==> config.mk <==
export PLATFORM = sky130hd
export DESIGN_NAME = fft_seq_ctrl
export DESIGN_NICKNAME = d
export VERILOG_FILES = /design/src/rtl/fft_pkg.sv /design/src/rtl/fft_wr_delay.sv /design/src/rtl/fft_seq_ctrl.sv
export SDC_FILE = /design/constraint.sdc
export NUM_CORES = 1
export LEC_CHECK = 0
export ABC_AREA = 1
export CAP_MARGIN = 25
export CORE_UTILIZATION = 54
export CTS_CLUSTER_SIZE = 30
export DETAILED_ROUTE_END_ITERATION = 10
export PLACE_DENSITY = 0.79
export SYNTH_ARGS = -nofsm -noshare
export SYNTH_HDL_FRONTEND = slang
export SYNTH_SLANG_ARGS = --single-unit
export TNS_END_PERCENT = 30
==> constraint.sdc <==
create_clock -name clk -period 3.9 [get_ports clk]
set_input_delay 0.39 -clock clk [delete_from_list [all_inputs] [get_ports clk]]
set_output_delay 0.39 -clock clk [all_outputs]
set_load 0.01 [all_outputs]
==> src/rtl/fft_pkg.sv <==
// ---------------------------------------------------------------------------
// fft_pkg
// Shared constants, controller state encoding and the butterfly address
// generator for the 32-point radix-2 DIT in-place FFT sequencer.
//
// Contents:
//   N_LOG2, N, NBF, TW_AW  - transform geometry
//   AW, WR_W               - data memory address width, write delay-line width
//   fft_state_t            - controller states (IDLE, ISSUE, DRAIN, FIN)
//   bf_addr_t / bf_addr()  - operand and twiddle addresses for (stage, j)
// ---------------------------------------------------------------------------
package fft_pkg;

  localparam int N_LOG2 = 5;          // log2 of transform size = number of stages
  localparam int N      = 32;         // points per transform
  localparam int NBF    = 16;         // butterflies per stage (N/2)
  localparam int TW_AW  = 4;          // twiddle ROM index width (16 entries)
  localparam int AW     = N_LOG2;     // data memory address width
  localparam int WR_W   = 1 + 2 * AW; // {valid, addr_a, addr_b}

  typedef enum logic [1:0] {
    IDLE  = 2'd0,
    ISSUE = 2'd1,
    DRAIN = 2'd2,
    FIN   = 2'd3
  } fft_state_t;

  typedef struct packed {
    logic [AW-1:0]    a;
    logic [AW-1:0]    b;
    logic [TW_AW-1:0] tw;
  } bf_addr_t;

  // For stage s the butterfly span is 2^s. The low s bits of j select the
  // position inside a group, the remaining bits select the group. Moving the
  // group bits up by one leaves room for the span, which gives the upper
  // operand, and the position scaled by 2^(4-s) indexes W32^k in the ROM.
  function automatic bf_addr_t bf_addr(input logic [2:0] s, input logic [3:0] j);
    bf_addr_t      r;
    logic [AW-1:0] jj;
    logic [AW-1:0] mask;
    logic [AW-1:0] pos;
    jj   = {1'b0, j};
    mask = (5'd1 << s) - 5'd1;
    pos  = jj & mask;
    r.a  = ((jj & ~mask) << 1) | pos;
    r.b  = r.a + (5'd1 << s);
    r.tw = TW_AW'(pos << (3'd4 - s));
    return r;
  endfunction

endpackage

==> src/rtl/fft_wr_delay.sv <==
// ---------------------------------------------------------------------------
// fft_wr_delay
// Fixed-depth shift register that turns the issue strobe and operand
// addresses into the in-place write-back strobe and addresses, DEPTH cycles
// later (the butterfly datapath latency).
//
// Ports:
//   clk    - clock, rising edge
//   rst_n  - asynchronous active-low clear of every stage
//   din    - {valid, addr_a, addr_b} at issue time
//   dout   - the same word DEPTH cycles later
// ---------------------------------------------------------------------------
module fft_wr_delay #(
  parameter int WIDTH = 11,
  parameter int DEPTH = 2
) (
  input  logic             clk,
  input  logic             rst_n,
  input  logic [WIDTH-1:0] din,
  output logic [WIDTH-1:0] dout
);

  logic [WIDTH-1:0] pipe [DEPTH];

  // NOTE: every stage is cleared on reset, unlike a RAM, because a stale
  // valid bit left in the pipe would fire a write-back after reset.
  always_ff @(posedge clk or negedge rst_n) begin
    if (!rst_n) begin
      for (int i = 0; i < DEPTH; i++) pipe[i] <= '0;
    end else begin
      pipe[0] <= din;
      for (int i = 1; i < DEPTH; i++) pipe[i] <= pipe[i-1];
    end
  end

  assign dout = pipe[DEPTH-1];

endmodule

==> src/rtl/fft_seq_ctrl.sv <==
// ---------------------------------------------------------------------------
// fft_seq_ctrl
// Address/strobe sequencer for a 32-point radix-2 DIT in-place FFT whose
// input already sits bit-reversed in memory. Runs 5 stages of 16 butterflies,
// one issue per cycle, with BF_LAT drain cycles after each stage so a stage
// never reads a location before the previous stage has written it back.
//
// Parameters:
//   BF_LAT    - butterfly latency from issue to write-back, 1..4
// Ports:
//   clk       - clock, rising edge
//   rst_n     - asynchronous active-low reset, aborts any transform
//   start     - request a transform, honoured only in IDLE
//   busy      - first issue cycle through last write-back cycle
//   done      - one-cycle pulse after the final write-back
//   stage     - current issue stage 0..4
//   bf_valid  - butterfly read/issue strobe
//   rd_addr_a - lower operand address (0 when bf_valid is low)
//   rd_addr_b - upper operand address (0 when bf_valid is low)
//   tw_addr   - twiddle ROM index (0 when bf_valid is low)
//   wr_en     - write-back strobe, bf_valid delayed BF_LAT cycles
//   wr_addr_a - write-back address, rd_addr_a delayed BF_LAT cycles
//   wr_addr_b - write-back address, rd_addr_b delayed BF_LAT cycles
// ---------------------------------------------------------------------------
module fft_seq_ctrl
  import fft_pkg::*;
#(
  parameter int BF_LAT = 2
) (
  input  logic             clk,
  input  logic             rst_n,
  input  logic             start,
  output logic             busy,
  output logic             done,
  output logic [2:0]       stage,
  output logic             bf_valid,
  output logic [AW-1:0]    rd_addr_a,
  output logic [AW-1:0]    rd_addr_b,
  output logic [TW_AW-1:0] tw_addr,
  output logic             wr_en,
  output logic [AW-1:0]    wr_addr_a,
  output logic [AW-1:0]    wr_addr_b
);

  fft_state_t  state;
  logic [3:0]  j;        // butterfly index within the current stage
  logic [1:0]  lat_cnt;  // drain cycles elapsed, 0..BF_LAT-1
  logic [WR_W-1:0] wr_word;

  // Outputs are registered: each branch loads the values for the cycle that
  // follows the edge, so the addresses always line up with bf_valid.
  // NOTE: non-blocking assignments throughout, so every branch reads the
  // pre-edge values of stage and j regardless of statement order.
  always_ff @(posedge clk or negedge rst_n) begin
    if (!rst_n) begin
      state     <= IDLE;
      stage     <= '0;
      j         <= '0;
      lat_cnt   <= '0;
      busy      <= 1'b0;
      done      <= 1'b0;
      bf_valid  <= 1'b0;
      rd_addr_a <= '0;
      rd_addr_b <= '0;
      tw_addr   <= '0;
    end else begin
      done <= 1'b0;
      unique case (state)
        IDLE: begin
          if (start) begin
            state    <= ISSUE;
            stage    <= '0;
            j        <= '0;
            busy     <= 1'b1;
            bf_valid <= 1'b1;
            {rd_addr_a, rd_addr_b, tw_addr} <= bf_addr(3'd0, 4'd0);
          end
        end

        ISSUE: begin
          if (j == 4'(NBF - 1)) begin
            state    <= DRAIN;
            j        <= '0;
            lat_cnt  <= '0;
            bf_valid <= 1'b0;
            {rd_addr_a, rd_addr_b, tw_addr} <= '0;
          end else begin
            j <= j + 4'd1;
            {rd_addr_a, rd_addr_b, tw_addr} <= bf_addr(stage, j + 4'd1);
          end
        end

        // Hold off the next stage until the last write-back of this one.
        DRAIN: begin
          if (lat_cnt == 2'(BF_LAT - 1)) begin
            if (stage == 3'(N_LOG2 - 1)) begin
              state <= FIN;
              busy  <= 1'b0;
              done  <= 1'b1;
            end else begin
              state    <= ISSUE;
              stage    <= stage + 3'd1;
              bf_valid <= 1'b1;
              {rd_addr_a, rd_addr_b, tw_addr} <= bf_addr(stage + 3'd1, 4'd0);
            end
          end else begin
            lat_cnt <= lat_cnt + 2'd1;
          end
        end

        // done is high for this single cycle; start is deliberately not
        // looked at here so a request coincident with done is dropped.
        FIN: begin
          state <= IDLE;
          stage <= '0;
        end

        default: state <= IDLE;
      endcase
    end
  end

  fft_wr_delay #(
    .WIDTH (WR_W),
    .DEPTH (BF_LAT)
  ) u_wr_delay (
    .clk   (clk),
    .rst_n (rst_n),
    .din   ({bf_valid, rd_addr_a, rd_addr_b}),
    .dout  (wr_word)
  );

  assign {wr_en, wr_addr_a, wr_addr_b} = wr_word;

endmodule

==> key figures <==
Yosys
  – Syn_nets: 290
  – Cell area after synthesis: 0.00249 mm2
  – Sequential area share after synthesis: 50.2%
  – Yosys reg bits: 50
  – Post-synth cell types: 30
  – Mapped Cells: 266
  – Share of the synthesized area in the top cell type: 50.2%
  – Post-synth EDFFs: 0
  – Mean post-synth cell area: 9.38 um2
  – Post-synth ARST share: 100%
  – Ys Warns: 0
  – Prevailing post-synth register cell: dfrtp_1
  – Cell accounting for the most synthesized area: dfrtp_1
  – Main area contributors after synthesis: dfrtp_1 (50%), ha_1 (10%), nand2_1 (9.3%)

Worst setup path
  – Element type at the critical path start: flip-flop
  – WS Path Type: flip-flop to flip-flop
  – Worst Path Arrival: 3.30 ns
  – Worst r2r dst: rd_addr_b[1]$_DFFE_PN0P_
  – R2r setup slk: 0.79 ns
  – Max FO, Critical Path: 10
  – Worst path required time: 4.09 ns
  – Crit. End Element: flip-flop
  – Worst R2R Path Depth: 10
  – Origin of the critical flop-to-flop path: stage[0]$_DFFE_PN0P_

Cells and area
  – NumNets Final: 319
  – Post-route core utilization: 66.1%
  – Commonest cells after routing, fill and taps aside: nand2_1 (62), dfrtp_1 (50), clkdlybuf4s50_1 (32), inv_1 (30), nand3_1 (22)
  – Area growth, synth to finish: 16.1%
  – Fraction of layout cells with a size suffix above 1: 8.45%
  – Commonest non-fill, non-tap cell in the layout: nand2_1
  – Diode count: 0

Detailed routing
  – Average wire per standard cell: 12.5 um
  – Antenna-violating nets left: 0
  – DR DRC count: 0
  – DR iter-0 viols: 135
  – Vias per Instance: 5.11
  – Initial DRT Pass Iterations: 4
  – Final wirelength: 4360 um
  – Vias: 1778

Clock tree
  – Clock sink count: 50
  – Clock root buffer master: clkbuf_8
  – Max clock buf depth: 2
  – Worst-path clk slew: 0.09 ns
  – Postcts setup bufs: 0
  – CTS buffer count: 5
  – CTS tree: done
  – H-tree depth: 2
  – Skew-Pair Late Insertion Delay: 0.30 ns

Floorplanning
  – Die Y: 70.0 um
  – Site row count: 24
  – Ports: 34
  – Core Region: 0.00438 mm2
  – Initial Util: 56.9%
  – DIE AREA: 0.00490 mm2
  – Chip width: 70.0 um

Timing
  – Setup TNS: 0 ns
  – Final period util: 79.7%
  – Headroom to the max-slew limit: 65.2%
  – RSZ-0062 raised after global routing: false
  – Final Setup Violations: 0
  – Clock skew: 0.00650 ns
  – Final Slew Violations: 0
  – Hold violation count in the final report: 0
  – Min cycle time layout: 3.11 ns
  – FMAX: 322 MHz
  – Worst-Margin Slew: 0.516 ns

Pwr
  – Peak VDD IR: 0.351 mV
  – Pleak: 1.46 nW
  – PwrDens: 691 mW/mm2

Place
  – Gpl congestion: 0.906
  – PortBufs: 33
  – Final HPWL DP: 3320 um

Global routing
  – Number of global-route vias before repair: 1711
  – Initial antenna violation count: 0
  – First-pass GRT wire length: 7980 um
  – Largest net degree at the start of global routing: 44
  – Grt ovf: 0
  – GRT Util Overall: 20.4%

Run
  – Maxcap violations: 0

Hold path
  – Worst Hold Path EP: u_wr_delay.dout[4]$_DFF_PN0_
  – Hold path depth: 0
  – Min-delay worst type: flip-flop to flip-flop
  – Hold wc startpoint: u_wr_delay.pipe[15]$_DFF_PN0_

Status
  – Status: complete, no violations
[worst max-delay path, stage by stage (launching register included)]
cell     delay [ns]
dfrtp_1        0.53
inv_1          0.21
ha_1           0.26
ha_1           0.21
inv_1          0.11
ha_1           0.25
or2_2          0.31
o21ai_0        0.21
fa_1           0.51
a32o_1         0.23
a22o_1         0.17
[cell families (layout without fill, tap and decap cells)]
kind of cell / Yosys count / in the layout / synth area share, %
and+or+nand+nor: 110 / 110 / 20.6
DFF: 50 / 50 / 50.2
buffers and inverters: 45 / 75 / 8.63
other: 1 / 1 / 0.150
xor gates and xnor gates: 2 / 2 / 1.30
adders and majority gates: 21 / 21 / 10.8
AOI/OAI and AO/OA: 37 / 37 / 8.38
[power by group]
group,switching (W),total [W],internal (W)
clock network,0.000163,0.000289,0.000126
registers,0.0000781,0.000717,0.000639
logic,0.000618,0.000996,0.000378
total,0.000859,0.00200,0.00114
[layer usage]
metal	track usage, %	up-vias	share of wire [%]
li1	-	903	-
met1	29.2	832	50
met2	32.2	39	45
met3	4.04	4	3.8
met4	4.67	0	0.87
met5	0	-	0
[cells in the mapped netlist (2+ instances only)]
master and number:
dfrtp_1 50, inv_1 30, ha_1 20, o22ai_1 3, xor2_2 2, o21ai_0 18
a21oi_1 4, o21ai_1 5, nand4_1 2, buf_4 12, or2_2 2, o31ai_1 2
nand2_1 62, nor2_1 12, nand2_4 2, nand3_2 5, nand3_1 22
[cell type report]
cell class / instances / area [um2]
clock inverters: 3 / 21.3
flip-flops and latches: 50 / 1250
multi-input cells: 171 / 1030
repair buffers: 35 / 343
inverters: 32 / 120
clock buffers: 5 / 68.8
fillers: 351 / 1490
well taps: 52 / 65.1
[registers in the layout, summed over array words and instances, names as in the netlist]
register	count
rd_addr_a	5
u_wr_delay.pipe	11
state	2
u_wr_delay.dout	11
j	4
lat_cnt	2
bf_valid	1
done	1
rd_addr_b	5
busy	1
stage	3
tw_addr	4
[metrics by stage]
stage	instance area (um2)	instances	hold WS, ns	setup slack, ns	power, W
global placement	2800	339	0.232	0.964	0.00170
CTS	2900	348	0.355	0.789	0.00201
detailed placement	2800	339	0.236	0.792	0.00172
finish	2900	348	0.353	0.792	0.00200
floorplan	2490	266	0.0944	1.04	0.00145
global route	2900	348	0.361	0.600	0.00219
[worst max-delay path by stage]
stage	startpoint	end	slack, ns
CTS	stage[0]$_DFFE_PN0P_	rd_addr_b[1]$_DFFE_PN0P_	0.79
floorplan	stage[0]$_DFFE_PN0P_	rd_addr_b[1]$_DFFE_PN0P_	1.04
detailed placement	stage[0]$_DFFE_PN0P_	rd_addr_b[1]$_DFFE_PN0P_	0.79
global route	stage[0]$_DFFE_PN0P_	rd_addr_b[1]$_DFFE_PN0P_	0.60
finish	stage[0]$_DFFE_PN0P_	rd_addr_b[1]$_DFFE_PN0P_	0.79
global placement	stage[0]$_DFFE_PN0P_	rd_addr_b[1]$_DFFE_PN0P_	0.96
[what timing repair did]
| action | 4_1_cts | 5_1_grt |
|---|---|---|
| endpoints found under the hold margin | 7 | 0 |
| hold buffers | 1 | 0 |
| resized for setup | 0 | 0 |
No activity file was read; power rests on OpenSTA's default activity.
